--- config.mk ---
export PLATFORM = sky130hd
export DESIGN_NAME = capture_ctrl
export DESIGN_NICKNAME = d
export VERILOG_FILES = /design/src/rtl/capture_pkg.sv /design/src/rtl/capture_decimator.sv /design/src/rtl/capture_ctrl.sv
export SDC_FILE = /design/constraint.sdc
export NUM_CORES = 1
export LEC_CHECK = 0
export BUFFER_PORTS_ARGS = -buffer_cell sky130_fd_sc_hd__buf_2
export CAP_MARGIN = 20
export CORE_MARGIN = 1
export CORE_UTILIZATION = 41
export DETAILED_ROUTE_END_ITERATION = 8
export PLACE_DENSITY = 0.62
export SLEW_MARGIN = 20
export SYNTH_ARGS = -nofsm -noshare
export SYNTH_HDL_FRONTEND = slang
export SYNTH_SLANG_ARGS = --single-unit
--- constraint.sdc ---
create_clock -name clk -period 6.9 [get_ports clk]
set_input_delay 1.38 -clock clk [delete_from_list [all_inputs] [get_ports clk]]
set_output_delay 1.38 -clock clk [all_outputs]
set_load 0.05 [all_outputs]
--- src/rtl/capture_pkg.sv ---
`default_nettype none
// +-----------------------------------------------------------------------------+
// | capture_pkg : shared types and default widths for the capture sequencer      |
// | Rev 1.0                                                                      |
// +-----------------------------------------------------------------------------+
package capture_pkg;

  localparam int c_DEF_ADDR_W = 9;
  localparam int c_DEF_DEC_W  = 4;

  typedef enum logic [2:0] {
    IDLE  = 3'd0,
    FILL  = 3'd1,
    ARMED = 3'd2,
    POST  = 3'd3,
    DONE  = 3'd4
  } cap_state_t;

endpackage
`default_nettype wire

--- src/rtl/capture_decimator.sv ---
`default_nettype none
// +-----------------------------------------------------------------------------+
// | capture_decimator : sample-enable generator, one pulse every 2**dec clocks   |
// | Rev 1.0                                                                      |
// +-----------------------------------------------------------------------------+
module capture_decimator
  import capture_pkg::*;
#(
  parameter int DEC_W = c_DEF_DEC_W
) (
  input  logic             clk,
  input  logic             rst_n,
  input  logic             clear,
  input  logic             en,
  input  logic [DEC_W-1:0] dec,
  output logic             smp_en
);

  // Wide enough to hold 2**dec-1 for the largest dec the field can express.
  localparam int CNT_W = (1 << DEC_W) - 1;

  logic [CNT_W-1:0] r_cnt;
  logic [CNT_W-1:0] w_mask;
  logic             w_hit;

  assign w_mask = ~({CNT_W{1'b1}} << dec);
  assign w_hit  = (r_cnt == w_mask);
  assign smp_en = en & w_hit;

  always_ff @(posedge clk or negedge rst_n) begin
    if (!rst_n) begin
      r_cnt <= '0;
    end else if (clear) begin
      r_cnt <= '0;
    end else if (en) begin
      r_cnt <= w_hit ? '0 : r_cnt + CNT_W'(1);
    end
  end

endmodule
`default_nettype wire

--- src/rtl/capture_ctrl.sv ---
`default_nettype none
// +-----------------------------------------------------------------------------+
// | capture_ctrl : capture sequencer writing decimated samples into a ring RAM   |
// | Rev 1.0                                                                      |
// +-----------------------------------------------------------------------------+
module capture_ctrl
  import capture_pkg::*;
#(
  parameter int ADDR_W = c_DEF_ADDR_W,
  parameter int DEC_W  = c_DEF_DEC_W
) (
  input  logic              clk,
  input  logic              rst_n,
  input  logic              capture_start,
  input  logic              abort,
  input  logic              clr_capture_done,
  input  logic              trigger,
  input  logic [ADDR_W-1:0] trig_pos,
  input  logic [DEC_W-1:0]  decimator,
  output logic              armed,
  output logic              set_capture_done,
  output logic              capture_done,
  output logic              busy,
  output logic              we,
  output logic [ADDR_W-1:0] waddr,
  output logic [ADDR_W-1:0] trig_addr
);

  localparam logic [ADDR_W:0] c_DEPTH = {1'b1, {ADDR_W{1'b0}}};

  cap_state_t        r_state;
  logic [ADDR_W-1:0] r_trig_pos;
  logic [DEC_W-1:0]  r_dec;
  logic [ADDR_W-1:0] r_waddr;
  logic [ADDR_W-1:0] r_trig_addr;
  logic [ADDR_W:0]   r_pre_cnt;
  logic [ADDR_W-1:0] r_post_cnt;
  logic              r_set_done;

  logic              w_active;
  logic              w_smp_en;
  logic              w_we;
  logic [ADDR_W:0]   w_pre_target;
  logic              w_pre_hit;
  logic              w_post_hit;

  assign w_active = (r_state == FILL) || (r_state == ARMED) || (r_state == POST);
  // A zero-length post region must not write anything while passing through POST.
  assign w_we = w_smp_en &&
                ((r_state == FILL) || (r_state == ARMED) ||
                 ((r_state == POST) && (r_trig_pos != '0)));

  assign w_pre_target = c_DEPTH - {1'b0, r_trig_pos};
  assign w_pre_hit    = ((r_pre_cnt + (ADDR_W+1)'(1)) == w_pre_target);
  assign w_post_hit   = ((r_post_cnt + ADDR_W'(1)) == r_trig_pos);

  capture_decimator #(
    .DEC_W (DEC_W)
  ) u_dec (
    .clk    (clk),
    .rst_n  (rst_n),
    .clear  (r_state == IDLE),
    .en     (w_active),
    .dec    (r_dec),
    .smp_en (w_smp_en)
  );

  always_ff @(posedge clk or negedge rst_n) begin
    if (!rst_n) begin
      r_state     <= IDLE;
      r_trig_pos  <= '0;
      r_dec       <= '0;
      r_waddr     <= '0;
      r_trig_addr <= '0;
      r_pre_cnt   <= '0;
      r_post_cnt  <= '0;
      r_set_done  <= 1'b0;
    end else begin
      r_set_done <= 1'b0;
      if (w_we) begin
        r_waddr <= r_waddr + ADDR_W'(1);
      end
      if (abort && (r_state != IDLE)) begin
        r_state    <= IDLE;
        r_set_done <= 1'b1;
      end else begin
        case (r_state)
          IDLE: begin
            if (capture_start) begin
              r_trig_pos <= trig_pos;
              r_dec      <= decimator;
              r_waddr    <= '0;
              r_pre_cnt  <= '0;
              r_post_cnt <= '0;
              r_state    <= FILL;
            end
          end
          FILL: begin
            if (w_we) begin
              r_pre_cnt <= r_pre_cnt + (ADDR_W+1)'(1);
              if (w_pre_hit) begin
                r_state <= ARMED;
              end
            end
          end
          ARMED: begin
            if (trigger) begin
              r_trig_addr <= r_waddr;
              r_state     <= POST;
            end
          end
          POST: begin
            if (r_trig_pos == '0) begin
              r_state    <= DONE;
              r_set_done <= 1'b1;
            end else if (w_we) begin
              r_post_cnt <= r_post_cnt + ADDR_W'(1);
              if (w_post_hit) begin
                r_state    <= DONE;
                r_set_done <= 1'b1;
              end
            end
          end
          DONE: begin
            if (clr_capture_done) begin
              r_state <= IDLE;
            end
          end
          default: r_state <= IDLE;
        endcase
      end
    end
  end

  assign armed            = (r_state == ARMED);
  assign capture_done     = (r_state == DONE);
  assign busy             = w_active;
  assign we               = w_we;
  assign waddr            = r_waddr;
  assign trig_addr        = r_trig_addr;
  assign set_capture_done = r_set_done;

endmodule
`default_nettype wire

* Word level (Yosys, flattened, before mapping)
Cells that the tools add are included.
** Storage, ports and cells
- Flip-flop bits (word level) :: 69
- Input bits :: 19
- Output and inout bits :: 23
- Logic and storage cells :: 83
** Operators by class
- $add $sub $neg :: 5
- Eq/ne operators :: 18
- Shift operators :: 1
- Multiplexer cells :: 29
- Bitwise logic cells :: 3
- Reduce and logical (&&, ||, !) cells :: 18
** Operators by type and width (number)
- $mux 9 :: 7
- $mux 15 :: 3
- $mux 3 :: 9
- $mux 10 :: 2
- $pmux 10 s2 :: 1
- $add 9x1->9 const B :: 2
- $pmux 9 s2 :: 1
- $add 15x1->15 const B :: 1
- $eq 15x15->1 :: 1
- $not 15->15 :: 1
- $pmux 3 s5 :: 1
- $shl 15x4->15 const A :: 1
- $ne 3x2->1 const B :: 4
- $add 10x1->10 const B :: 1
- $eq 10x10->1 :: 1
- $sub 10x9->10 const A :: 1
- $eq 9x9->1 :: 1
- $logic_not 9->1 :: 1
- $reduce_bool 9->1 :: 1
- $ne 2x2->1 const B :: 4
- $ne 4x2->1 const B :: 2
- $reduce_and 7->1 :: 1
- $eq 3x2->1 const B :: 2
- $reduce_and 3->1 :: 2
- 13 further kinds :: 23

* Longest topological paths before layout
Gate-level depths: netlist (run 1).
- Depth after elaboration :: 9
- Mapped depth :: 12
- Gate-level depth less buffers :: 12

* Hierarchy
From an unflattened synthesis (run 1), not the netlist that was laid out.
** Unflattened totals
- Cells, all modules :: 468
- Area, all modules :: 4249.1 um^2
** Modules (own cells, without submodules)
- capture_ctrl :: instances 1, cells each 331, area an instance 3109.2 um^2, seq. area each 1351.3 um^2
- capture_decimator :: instances 1, cells each 137, area an instance 1139.8 um^2, seq. area each 375.4 um^2

* Least setup slack after synthesis (run 1)
OpenSTA, ideal clock, no wires.
- Path type :: reg-to-output
- From :: register r_dec[0]
- To :: output port we
- Arrival :: 2307 ps
- Required time :: 5520 ps
- Setup slack :: 3213 ps
- Stages on the path, launching flop included :: 8
- Cell sequence :: dfrtp_1 -> buf_6 -> o21a_1 -> or3_1 -> a22o_1 -> or4_4 -> nor3_4 -> buf_2
** On the way
- Word-level cells in the longest chain between the ends :: 5
** Ends and longest elaborated chain
- start, declared :: line capture_ctrl.sv:33 : logic [DEC_W-1:0] r_dec;
- start signal, assigned :: line capture_ctrl.sv:91 : r_dec <= decimator;
- $shl 15x4->15 :: line capture_decimator.sv:26 : assign w_mask = ~({CNT_W{1'b1}} << dec);
- $not 15->15 :: line capture_decimator.sv:26
- $eq 15x15->1 :: line capture_decimator.sv:27 : assign w_hit = (r_cnt == w_mask);
- $and 1x1->1 :: line capture_decimator.sv:28 : assign smp_en = en & w_hit;
- $logic_and 1x1->1 :: line capture_ctrl.sv:49 : assign w_we = w_smp_en &&
- end, declared :: line capture_ctrl.sv:24 : output logic we,
No other way between the ends.

* Worst setup path in the final report (run 1)
- From :: register r_dec[2]
- To :: output port we
The elaborated chain is that of the path after synthesis.

==> results of run 1 <==
[layout make-up]
class / count / area (sq um)
sequential: 69 / 1727
timing repair buffer: 45 / 235.2
clock buffer: 10 / 127.6
multi-input combinational: 371 / 2372
clock inverter: 6 / 48.80
tap: 133 / 166.4
inverter: 18 / 67.56
fill: 966 / 5210
[synthesized netlist by cell type (all sizes together), types with 10 or more instances]
cell,instances
xnor2,24
a21oi,12
clkbuf,17
nand2b,10
o21ai,54
dfrtp,69
mux2,17
nand2,33
buf,10
o31ai,12
and3,17
xor2,15
inv,18
nor3,14
nand3,23
nor2,46
[report_power, final]
group	switching [mW]	internal, mW	total, mW
sequential	0.132	0.465	0.598
combinational	0.369	0.265	0.634
clock	0.173	0.134	0.306
[path summary, 6_finish.rpt]
kind / start / endpoint / depth (start not counted)
min: trig_addr[5] / trig_addr[5] / 1
min in group asynchronous: rst_n / r_pre_cnt[2] / 2
min reg2reg: trig_addr[5] / trig_addr[5] / 1
max in group asynchronous: rst_n / r_post_cnt[0] / 2
max: r_dec[2] / we / 6
max reg2reg: r_dec[2] / r_post_cnt[1] / 8
[metrics by stage]
step / worst slack [ps] / power (mW) / utilization
3_5_place_dp: 2798 / 1.237 / 0.4589
6_report: 2388 / 1.538 / 0.4766
5_1_grt: 2186 / 1.653 / 0.4766
4_1_cts: 2374 / 1.551 / 0.4766
2_1_floorplan: 3213 / 1.105 / -
3_3_place_gp: 2870 / 1.223 / 0.4589
[flip-flops by register name, indices dropped and copies added, names as in the netlist]
signal and flops:
trig_addr 9, u_dec.r_cnt 15, set_capture_done 1, waddr 9, r_post_cnt 9, r_state 3, r_trig_pos 9, r_pre_cnt 10
r_dec 4
[cell families (layout without fill, tap and decap cells)]
family,count (synthesis),count (layout)
simple gates,181,181
compound gates,125,125
flops,69,69
buf+inv,45,79
xor+xnor,39,39
mux,20,20
fa+ha+maj,6,6
[routing by layer]
layer  vias up  wire (um)  share of wire
li1       1811          -              -
met1      1785       4836           0.47
met2        81       4839           0.47
met3        13        390          0.038
met4         0        130          0.013
met5         -          0              0
==> flow_metrics.py, run 1 <==
metrics = {
    "outcome": {
        "status": "complete, no violations",
    },
    "setup_path": {
        "crit_arrival_ps": 3130,
        "crit_chain": "o21a_1, or3_1, a22o_1, or4_4, nor3_4, buf_2",
        "cp-start-kind": "flop",
        "slowest_delay_ps": 570,
        "required_ps": 5520,
        "worstPathMaxFanout": 19,
        "regToRegSetupSlack_ps": 3560,
        "crit_family": "simple AND/OR/NAND/NOR gates",
        "crit_buf_inv": 1,
        "worstSetupEndpointType": "output port",
        "slowest_stage": "dfrtp_1",
        "path_class": "reg -> out",
    },
    "synth": {
        "synth_area_leader_cell": "dfrtp_1",
        "ys_seq_area_frac": 0.4027,
        "yosysUniqueCellTypes": 57,
        "synth_mux_area_frac": 0.05252,
        "avgSynthCellArea_sq_um": 8.841,
        "synth_top_family_by_area": "simple AND/OR/NAND/NOR gates",
        "synth_compound_area_frac": 0.1856,
        "synthArstFlopShare": 1.000,
        "post_synth_xor_area_fraction": 0.07966,
        "synth_edf_count": 0,
        "syn_area_sq_um": 4288,
        "syn_inst": 485,
        "ys.flop_type": "dfrtp_1",
        "synthAdderAreaFrac": 0.01751,
        "ys_ff_latch": 69,
        "synth_top_area_frac": 0.4027,
        "synth_area_leaders": "dfrtp_1 (40%), o21ai_0 (6.2%), xnor2_1 (4.9%)",
        "ys_warn_count": 0,
        "synth_simple_gate_area_share": 0.2165,
        "syn_nets": 510,
    },
    "route": {
        "wire_per_inst_um": 15.64,
        "drcViolationCount": 0,
        "via_per_inst": 5.660,
        "drtIter0Drc": 219,
        "dr.pass1.iters": 5,
        "dr_total_vias": 3690,
        "ant_nets": 0,
        "totalWireLength_mm": 10.20,
    },
    "pwr": {
        "power_per_cell_area_nw_per_um2": 324.1,
        "ir_worst_vdd_uv": 169.7,
        "p_leak_nw": 2.112,
    },
    "global_routing": {
        "top_usage_layer": "met2",
        "grt_antenna_before_repair": 0,
        "overflow": 0,
        "grt_max_degree": 70,
        "use_met1": 0.2718,
        "grt_pass1_wl_mm": 17.42,
        "grtUsageTotal": 0.1995,
        "use_met2": 0.3113,
        "grt_pass1_vias": 3444,
        "use_met3": 0.04449,
    },
    "clock_tree": {
        "cts_tree": "built",
        "cts_made_buffers": 9,
        "clock-root-buffer": "clkbuf_8",
        "clock-sinks": 69,
        "ctsHoldBuffers": 0,
        "htree_levels": 3,
        "clkLatencyLatePin_ps": 360,
        "post-cts-setup-buffer-count": 0,
        "post_cts_resize_count": 0,
        "clockBufferDepth": 2,
        "clkTransAtPathRegs_ps": 80,
    },
    "placed_design": {
        "routabilityCongestion": 0.8793,
        "place_area_sq_um": 4568,
        "dp_cells": 636,
        "io_buffers": 41,
        "hpwlAfterDp_mm": 7.105,
    },
    "die": {
        "pin_count": 42,
        "die_h_um": 104.3,
        "start_util": 0.4307,
        "core-area_sq_um": 9955,
        "placementRows": 36,
        "die_x_um": 104.3,
        "die_area_sq_um": 10870,
    },
    "sta": {
        "worst_slew_pin_slew_ps": 897.8,
        "holdWs_ps": 505.5,
        "max_slew_margin": 0.4015,
        "post-route-period-util": 0.6539,
        "final_max_slew_viol_count": 0,
        "fmax_ghz": 0.2216,
        "skew_ps": 13.08,
        "rsz0062_at_grt": "false",
        "setup_tns_ps": 0,
        "setup_viol": 0,
        "hold_viol": 0,
        "final.min_clock_period_ps": 4512,
    },
    "layout": {
        "area_growth_pct": 10.65,
        "fin_nets": 539,
        "fin_cells": 652,
        "diodes": 0,
        "final_cell_mix": "dfrtp_1 (69), o21ai_0 (53), nor2_1 (46), buf_2 (41), nand2_1 (33)",
        "finalInstanceArea_sq_um": 4745,
        "layout_commonest_cell": "dfrtp_1",
        "layout-drive-gt1-share": 0.1599,
    },
    "hold_path": {
        "hp-class": "reg -> reg",
    },
    "flow_run": {
        "maxCapViolCount": 0,
    },
}
No activity file was read; power rests on OpenSTA's default activity.
==> inputs of run 2 (changes only) <==
- clock period: 6.9 -> 4.6 ns (I/O delays scaled with it)
==> flow_metrics.py, run 2 (synthesis gave the netlist of run 1 again) <==
metrics = {
    "outcome": {
        "status": "complete, no violations",
    },
    "clock_tree": {
        "post-cts-setup-buffer-count": 0,
        "clockBufferDepth": 2,
        "clock-root-buffer": "clkbuf_8",
        "clkLatencyLatePin_ps": 350,
        "ctsHoldBuffers": 0,
        "clock-sinks": 69,
        "cts_tree": "built",
        "post_cts_resize_count": 0,
        "htree_levels": 3,
        "cts_made_buffers": 9,
        "clkTransAtPathRegs_ps": 90,
    },
    "die": {
        "die_x_um": 104.3,
        "pin_count": 42,
        "core-area_sq_um": 9955,
        "die_area_sq_um": 10870,
        "die_h_um": 104.3,
        "placementRows": 36,
        "start_util": 0.4307,
    },
    "layout": {
        "diodes": 0,
        "final_cell_mix": "dfrtp_1 (69), o21ai_0 (53), nor2_1 (46), buf_2 (41), nand2_1 (33)",
        "final-seq-area_sq_um": 1727,
        "fillCellCount": 993,
        "fin_nets": 539,
        "area_growth_pct": 11.29,
        "multi_input_area_sq_um": 2372,
        "largest_register": "u_dec.r_cnt",
        "layout_commonest_cell": "dfrtp_1",
        "reg.largest.list": "u_dec.r_cnt x15, r_pre_cnt x10",
        "largest_reg_flops": 15,
        "layout-drive-gt1-share": 0.1618,
    },
    "global_routing": {
        "grtUsageTotal": 0.1953,
        "grt_antenna_before_repair": 0,
        "grt_pass1_vias": 3417,
        "grt_pass1_wl_mm": 17.16,
        "overflow": 0,
        "grt_max_degree": 55,
    },
    "pwr": {
        "p_sw_frac": 0.4298,
        "power_per_cell_area_nw_per_um2": 497.3,
        "comb_power_share": 0.400,
        "switchingPower_mw": 1.020,
        "pwr-share-clk": 0.222,
        "ir_worst_vdd_uv": 313.2,
        "p_leak_nw": 2.118,
        "internal_power_mw": 1.353,
        "seq_power_share": 0.379,
    },
    "setup_path": {
        "ff2ff_path_depth": 8,
        "crit_chain": "and4_1, a2111oi_0, a31oi_1, or4_4, nor3_4, buf_4, buf_2",
        "cp-start-kind": "flop",
        "slowest_delay_ps": 570,
        "crit_arrival_ps": 2950,
        "reg2reg_from": "r_dec[3]",
        "worstReg2RegEnd": "r_pre_cnt[8]",
        "regToRegSetupSlack_ps": 1390,
        "crit_buf_inv": 2,
        "required_ps": 3680,
        "crit_family": "simple AND/OR/NAND/NOR gates",
        "worstPathMaxFanout": 19,
        "worstSetupEndpointType": "output port",
        "slowest_stage": "dfrtp_1",
        "path_class": "reg -> out",
    },
    "route": {
        "ant_nets": 0,
        "drtIter0Drc": 226,
        "dr.pass1.iters": 4,
        "via_per_inst": 5.646,
        "drcViolationCount": 0,
        "dr_total_vias": 3681,
        "totalWireLength_mm": 10.07,
        "wire_per_inst_um": 15.45,
    },
    "hold_path": {
        "hp-class": "in -> async",
    },
    "sta": {
        "skew_ps": 10.63,
        "setup_viol": 0,
        "setup_tns_ps": 0,
        "final.min_clock_period_ps": 3871,
        "final_max_slew_viol_count": 0,
        "worst_slew_pin_slew_ps": 884.2,
        "hold_viol": 0,
        "max_slew_margin": 0.4105,
        "rsz0062_at_grt": "false",
        "holdWs_ps": 485.3,
        "post-route-period-util": 0.8414,
        "fmax_ghz": 0.2584,
    },
    "flow_run": {
        "maxCapViolCount": 0,
    },
    "placed_design": {
        "io_buffers": 41,
        "routabilityCongestion": 0.9146,
        "hpwlAfterDp_mm": 7.188,
    },
}
## run 2: changes by cell type in the layout (fill, tap and decap cells not counted)
cell        previous run  this run
clkinvlp_4             0         2
inv_6                  1         4
clkinv_4               4         0
clkinv_2               1         0
clkbuf_1               1         0
bufinv_16              0         1
## run 2: routing by layer
layer	part of all wire	wire (um)	track usage	vias to the layer above
met3	0.044	439	0.03258	11
met2	0.48	4875	0.3254	91
met1	0.46	4677	0.2584	1777
met5	0	0	0	-
met4	0.0078	79	0.06020	0
li1	-	-	-	1802
## run 2: worst reg2reg max path, cell delays in order, from the launching register on
cell	delay [ps]
dfrtp_1	570
and4_1	300
a2111oi_0	380
a31oi_1	100
or4_4	550
nor2_1	410
a21oi_1	390
o21ai_0	240
o21ai_0	110
## run 2: final cells by class
type	instances	area share
Clock inverter	7	0.01678
Inverter	18	0.01416
Clock buffer	9	0.02596
Tap cell	133	0.03487
Timing Repair Buffer	45	0.04929
Multi-Input combinational cell	371	0.4971
Sequential cell	69	0.3618
## run 2: how the worst max path moves through the flow
stage              from  endpoint  cells past startpoint
2_1_floorplan  r_dec[0]        we                      7
3_3_place_gp   r_dec[2]        we                      7
3_5_place_dp   r_dec[3]        we                      7
4_1_cts        r_dec[3]        we                      7
5_1_grt        r_dec[3]        we                      7
6_report       r_dec[3]        we                      7
## run 2: per-stage QoR
stage          cell area (sq um)  utilization  std cells  worst slack [ps]  power, mW
6_report                    4772       0.4794        652             729.5      2.373
3_3_place_gp                4568       0.4589        636              1222      1.834
3_5_place_dp                4568       0.4589        636              1111      1.858
4_1_cts                     4772       0.4794        652             718.5      2.394
2_1_floorplan               4288            -        485              1373      1.658
5_1_grt                     4772       0.4794        652             569.3      2.555
## run 2: power by group through the flow
stage | Combinational [mW] | Clock [mW] | Sequential [mW]
2_1_floorplan | 0.835 | 0 | 0.823
3_3_place_gp | 0.938 | 0 | 0.896
3_5_place_dp | 0.952 | 0 | 0.906
4_1_cts | 0.955 | 0.546 | 0.894
5_1_grt | 1.07 | 0.565 | 0.924
6_report | 0.949 | 0.526 | 0.899
